File: config.mk
export PLATFORM = sky130hd
export DESIGN_NAME = eth_frame_parser
export DESIGN_NICKNAME = d
export VERILOG_FILES = /design/src/rtl/eth_pkg.sv /design/src/rtl/axis_reg_slice.sv /design/src/rtl/eth_frame_parser.sv
export SDC_FILE = /design/constraint.sdc
export NUM_CORES = 1
export LEC_CHECK = 0
export BUFFER_PORTS_ARGS = -buffer_cell sky130_fd_sc_hd__clkbuf_2
export CAP_MARGIN = 25
export CORE_MARGIN = 2
export CORE_UTILIZATION = 60
export CTS_CLUSTER_DIAMETER = 100
export DETAILED_ROUTE_END_ITERATION = 7
export HOLD_SLACK_MARGIN = 0.1
export PLACE_DENSITY_LB_ADDON = 0.1
export SYNTH_ARGS = -nofsm -noshare
export SYNTH_HDL_FRONTEND = slang
export SYNTH_SLANG_ARGS = --single-unit
File: constraint.sdc
create_clock -name i_clk -period 4.8 [get_ports i_clk]
set_input_delay 0.72 -clock i_clk [delete_from_list [all_inputs] [get_ports i_clk]]
set_output_delay 0.72 -clock i_clk [all_outputs]
set_load 0.01 [all_outputs]
File: src/rtl/eth_pkg.sv
// Shared types and constants for the Ethernet frame parser.
package eth_pkg;

  typedef enum logic [1:0] {
    HEADER  = 2'd0,
    PAYLOAD = 2'd1,
    DROP    = 2'd2
  } state_e;

  localparam int          ETH_HDR_LEN    = 14;
  localparam logic [47:0] BROADCAST_MAC  = 48'hFFFF_FFFF_FFFF;
  localparam logic [15:0] ETHERTYPE_IPV4 = 16'h0800;
  localparam logic [15:0] ETHERTYPE_ARP  = 16'h0806;

endpackage

File: src/rtl/axis_reg_slice.sv
// One-entry data+last register with ready/valid on both sides; full throughput
// because it can load while its current entry is being taken.
module axis_reg_slice (
  input  logic       i_clk,
  input  logic       i_rst_n,
  input  logic       i_valid,
  input  logic [7:0] i_data,
  input  logic       i_last,
  output logic       o_ready,
  output logic       o_valid,
  output logic [7:0] o_data,
  output logic       o_last,
  input  logic       i_ready
);

  logic       valid_q, valid_d;
  logic [7:0] data_q, data_d;
  logic       last_q, last_d;

  assign o_ready = !valid_q || i_ready;
  assign o_valid = valid_q;
  assign o_data  = data_q;
  assign o_last  = last_q;

  // next entry state: load on input transfer, empty on output transfer
  always_comb begin
    valid_d = valid_q;
    data_d  = data_q;
    last_d  = last_q;
    if (i_valid && o_ready) begin
      valid_d = 1'b1;
      data_d  = i_data;
      last_d  = i_last;
    end else if (i_ready) begin
      valid_d = 1'b0;
    end else begin
      valid_d = valid_q;
    end
  end

  // entry register
  always_ff @(posedge i_clk or negedge i_rst_n) begin
    if (!i_rst_n) begin
      valid_q <= 1'b0;
      data_q  <= 8'h00;
      last_q  <= 1'b0;
    end else begin
      valid_q <= valid_d;
      data_q  <= data_d;
      last_q  <= last_d;
    end
  end

endmodule

File: src/rtl/eth_frame_parser.sv
// Parses the 14-byte MAC header of an incoming byte stream, filters on
// destination MAC and EtherType, and forwards accepted payload bytes.
module eth_frame_parser
  import eth_pkg::*;
#(
  parameter logic [47:0] LOCAL_MAC        = 48'h02_00_00_00_00_01,
  parameter bit          ACCEPT_BROADCAST = 1'b1,
  parameter bit          PROMISCUOUS      = 1'b0,
  parameter logic [15:0] ETHERTYPE_FILTER = 16'h0000,
  parameter int          CNT_W            = 16
) (
  input  logic             i_clk,
  input  logic             i_rst_n,
  input  logic             i_eth_rx_valid,
  input  logic [7:0]       i_eth_rx_data,
  input  logic             i_eth_rx_last,
  output logic             o_eth_rx_ready,
  output logic             o_payload_valid,
  output logic [7:0]       o_payload_data,
  output logic             o_payload_last,
  input  logic             i_payload_ready,
  output logic             o_hdr_valid,
  output logic [47:0]      o_dst_mac,
  output logic [47:0]      o_src_mac,
  output logic [15:0]      o_ethertype,
  output logic [CNT_W-1:0] o_frames_ok,
  output logic [CNT_W-1:0] o_frames_dropped
);

  function automatic logic [CNT_W-1:0] sat_inc(input logic [CNT_W-1:0] v);
    return (&v) ? v : v + CNT_W'(1);
  endfunction

  state_e             state_q, state_d;
  logic [3:0]         cnt_q, cnt_d;
  logic [111:0]       shd_q, shd_d;
  logic [47:0]        dst_q, dst_d, src_q, src_d;
  logic [15:0]        type_q, type_d;
  logic               hdr_valid_q, hdr_valid_d;
  logic [CNT_W-1:0]   ok_q, ok_d, drop_q, drop_d;
  logic               run_q;

  logic         slice_ready, slice_valid, in_xfer;
  logic [111:0] shd_next;
  logic         mac_ok, type_ok;

  // ready is held low until the first cycle after reset release
  assign o_eth_rx_ready = run_q && ((state_q == PAYLOAD) ? slice_ready : 1'b1);
  assign in_xfer        = i_eth_rx_valid && o_eth_rx_ready;
  assign slice_valid    = i_eth_rx_valid && run_q && (state_q == PAYLOAD);

  assign shd_next = {shd_q[103:0], i_eth_rx_data};
  assign mac_ok   = PROMISCUOUS || (shd_next[111:64] == LOCAL_MAC) ||
                    (ACCEPT_BROADCAST && (shd_next[111:64] == BROADCAST_MAC));
  assign type_ok  = (ETHERTYPE_FILTER == 16'h0000) || (shd_next[15:0] == ETHERTYPE_FILTER);

  assign o_hdr_valid      = hdr_valid_q;
  assign o_dst_mac        = dst_q;
  assign o_src_mac        = src_q;
  assign o_ethertype      = type_q;
  assign o_frames_ok      = ok_q;
  assign o_frames_dropped = drop_q;

  axis_reg_slice u_out (
    .i_clk   (i_clk),
    .i_rst_n (i_rst_n),
    .i_valid (slice_valid),
    .i_data  (i_eth_rx_data),
    .i_last  (i_eth_rx_last),
    .o_ready (slice_ready),
    .o_valid (o_payload_valid),
    .o_data  (o_payload_data),
    .o_last  (o_payload_last),
    .i_ready (i_payload_ready)
  );

  // frame FSM, header capture and statistics
  always_comb begin
    state_d     = state_q;
    cnt_d       = cnt_q;
    shd_d       = shd_q;
    dst_d       = dst_q;
    src_d       = src_q;
    type_d      = type_q;
    hdr_valid_d = 1'b0;
    ok_d        = ok_q;
    drop_d      = drop_q;
    case (state_q)
      HEADER: begin
        if (in_xfer) begin
          shd_d = shd_next;
          if (i_eth_rx_last) begin
            drop_d = sat_inc(drop_q);
            cnt_d  = 4'd0;
          end else if (cnt_q == 4'(ETH_HDR_LEN - 1)) begin
            cnt_d = 4'd0;
            if (mac_ok && type_ok) begin
              state_d     = PAYLOAD;
              hdr_valid_d = 1'b1;
              dst_d       = shd_next[111:64];
              src_d       = shd_next[63:16];
              type_d      = shd_next[15:0];
            end else begin
              state_d = DROP;
            end
          end else begin
            cnt_d = cnt_q + 4'd1;
          end
        end else begin
          cnt_d = cnt_q;
        end
      end
      PAYLOAD: begin
        if (in_xfer && i_eth_rx_last) begin
          ok_d    = sat_inc(ok_q);
          state_d = HEADER;
        end else begin
          state_d = PAYLOAD;
        end
      end
      DROP: begin
        if (in_xfer && i_eth_rx_last) begin
          drop_d  = sat_inc(drop_q);
          state_d = HEADER;
        end else begin
          state_d = DROP;
        end
      end
      default: begin
        state_d = HEADER;
        cnt_d   = 4'd0;
      end
    endcase
  end

  // state registers
  always_ff @(posedge i_clk or negedge i_rst_n) begin
    if (!i_rst_n) begin
      state_q     <= HEADER;
      cnt_q       <= 4'd0;
      shd_q       <= 112'd0;
      dst_q       <= 48'd0;
      src_q       <= 48'd0;
      type_q      <= 16'd0;
      hdr_valid_q <= 1'b0;
      ok_q        <= '0;
      drop_q      <= '0;
      run_q       <= 1'b0;
    end else begin
      state_q     <= state_d;
      cnt_q       <= cnt_d;
      shd_q       <= shd_d;
      dst_q       <= dst_d;
      src_q       <= src_d;
      type_q      <= type_d;
      hdr_valid_q <= hdr_valid_d;
      ok_q        <= ok_d;
      drop_q      <= drop_d;
      run_q       <= 1'b1;
    end
  end

endmodule

==> results_dict.tcl <==
set metrics [dict create \
    yosysUniqueCellTypes 44 \
    p_seq_frac 0.526 \
    drt_iter0_markers 312 \
    wire_per_inst_microns 18.0 \
    grt_overflow 0 \
    antenna_found_initial 0 \
    cp-start-kind "flip-flop" \
    setup_viol 0 \
    postSynthAreaPerCell_sq_um 13.8 \
    critical_path_class "flip-flop to flip-flop" \
    core_area_sq_um 17200 \
    grt_start_max_net_pins 110 \
    startpoint "state_q[1]" \
    cp-end-kind "flip-flop" \
    synthArstFlopShare 1.00 \
    clock-sinks 266 \
    mostFrequentLayoutCells "dfrtp_1, clkbuf_2, mux2_2, nand2_1, mux2_1" \
    drv_slew 0 \
    first_pass_iters 4 \
    hp-class "primary input to asynchronous set/reset pin" \
    p_leak_nw 6.57 \
    worst-r2r-setup-slack_ns 1.61 \
    path_max_fanout 66 \
    fin_ws_ns 1.61 \
    tightestPinTransition_ns 0.947 \
    diodes 0 \
    drive_gt1_frac 0.395 \
    worstPathRequired_ns 5.20 \
    netSwitchingFraction 0.253 \
    ioPinCount 169 \
    fmax_ghz 0.313 \
    final_common_cell "dfrtp_1" \
    clockRootBuffer "clkbuf_16" \
    hold_viol_final 0 \
    start_util 0.608 \
    totalWireLength_microns 21200 \
    drc 0 \
    synth_flop_cell "dfrtp_1" \
    cts_inserted_buffers 28 \
    p_sw_w 0.00146 \
    relSlewSlack 0.368 \
    netlist_area_sq_um 10400 \
    synth_cells 758 \
    syn2layout_area_growth_pct 19.3 \
    path_clk_slew_ns 0.06 \
    synth_edf_count 0 \
    numPortBuffers 168 \
    h-tree-depth 1 \
    fin_crit_ns 3.19 \
    cts_tree "built" \
    grt_pass1_vias 6779 \
    vias 6572 \
    fin_total_pwr_w 0.00576 \
    clkLatencyLatePin_ns 0.52 \
    gp_congestion 0.816 \
    r2r-start "state_q[1]" \
    power_frac_clock 0.371 \
    intPower_w 0.00430 \
    vias_per_cell 5.58 \
    ys_ff_latch 266 \
    antenna_left 0 \
    die_area_sq_um 18500 \
    status "completed" \
    fp.dieH_microns 136 \
    holdBufCountCts 0 \
    arrival_ns 3.59 \
    drv_cap 0 \
    core.rowCount 48 \
    placed_cell_area_sq_um 11500 \
    final_area_sq_um 12500 \
    nNetsFinal 954 \
    fin_worst_skew_ns 0.00929 \
    whs_ns 0.227 \
    gr-usage-all-layers 0.234 \
    fin_setup_tns_ns 0 \
    dieWidth_microns 136 \
    post-dp-hpwl_microns 13900 \
    fin_crit_sh 0.665 \
    post_cts_buffers 0 \
    rsz0062_at_grt "no" \
    yosys_warnings 0 \
    ys_seq_area_frac 0.638 \
    ctsResizeCount 0 \
    postSynthNetCount 779 \
    pre_cts_ws_ns 1.51 \
    powerDensity_nw_per_um2 462 \
    grt_pass1_wl_microns 34600 \
    peakVddDrop_v 0.000343 \
    comb_power_share 0.103 \
    clk_path_buf_depth 3 \
]
-- sequential cells by signal, indices dropped and copies added (netlist names), 2 cells and up --
| signal | count |
|---|---|
| o_dst_mac | 48 |
| o_frames_dropped | 16 |
| o_ethertype | 16 |
| shd_q | 104 |
| cnt_q | 4 |
| state_q | 2 |
| o_src_mac | 48 |
| o_frames_ok | 16 |
| u_out.o_data | 8 |
-- metrics by stage --
stage	util	instances
2_1_floorplan	-	758
3_3_place_gp	0.670	1127
3_5_place_dp	0.670	1127
4_1_cts	0.724	1177
5_1_grt	0.725	1178
6_report	0.725	1178
-- cells in the mapped netlist, types with 2 or more instances --
cell type,instances,area share
dfrtp_1,266,0.64
mux2_2,140,0.15
nor3_2,3,0.0029
nand2b_1,5,0.0030
xor2_1,18,0.015
nand3_1,17,0.0081
or2_2,3,0.0018
xnor2_1,11,0.0092
nor2_1,14,0.0050
or3_1,2,0.0012
and4_1,2,0.0017
nor4_1,17,0.010
buf_4,5,0.0036
a211oi_1,2,0.0014
and3_1,3,0.0018
buf_2,8,0.0038
nor3b_1,2,0.0014
buf_1,4,0.0014
nand2_1,110,0.040
a31oi_1,2,0.0012
nor3_1,5,0.0024
ha_1,8,0.0096
mux2_1,38,0.041
nor2b_1,3,0.0018
o31ai_1,3,0.0022
and3_2,2,0.0014
o21ai_0,7,0.0034
nand4_1,24,0.014
clkbuf_1,12,0.0043
inv_1,7,0.0025
and2_1,2,0.0012
-- area by class of cell --
class / count / area [sq um]
Sequential cell: 266 / 6660
Fill cell: 1207 / 4720
Multi-Input combinational cell: 455 / 3630
Timing Repair Buffer: 175 / 936
Clock buffer: 42 / 835
Tap cell: 225 / 282
Clock inverter: 8 / 92.6
Inverter: 7 / 26.3
-- critical path: stages (launching register included) --
cell     delay [ns]
dfrtp_1        0.39
inv_1          0.08
ha_1           0.23
and3b_4        0.24
nor4_4         0.44
nand4_1        0.15
buf_4          0.32
nand2_4        0.73
mux2_2         0.42
-- metal layers --
metal	vias to the layer above	routed length (microns)	global-route usage	share of wire
met2	161	10400	0.380	0.49
met1	3394	9270	0.324	0.44
li1	2991	-	-	-
met3	26	1260	0.0574	0.059
met4	0	261	0.0527	0.012
met5	-	0	0	0
-- cells by family (layout without fill, tap and decap cells) --
logic type | count (synthesis) | count (layout) | synth area share
flops | 266 | 266 | 0.638
simple gates | 221 | 221 | 0.107
mux | 178 | 178 | 0.192
buf+inv | 37 | 232 | 0.0168
xor+xnor | 29 | 29 | 0.0243
compound gates | 18 | 18 | 0.0128
fa+ha+maj | 8 | 8 | 0.00959
other cells | 1 | 1 | 0.000359
-- worst paths after layout --
kind,end,depth (start not counted)
max,o_src_mac[3],8
min,o_src_mac[37],1
max reg2reg,o_src_mac[3],8
min reg2reg,o_dst_mac[41],1
max in group asynchronous,o_dst_mac[15],2
min in group i_clk,u_out.o_valid,3
-- power by group through the flow --
stage	Sequential [W]	Combinational [W]	Clock, W
finish	0.00303	0.000592	0.00214
global route	0.00308	0.000657	0.00228
CTS	0.00302	0.000602	0.00218
detailed placement	0.00306	0.000594	0
global placement	0.00303	0.000556	0
floorplan	0.00291	0.000444	0
No activity file was read; power rests on OpenSTA's default activity.
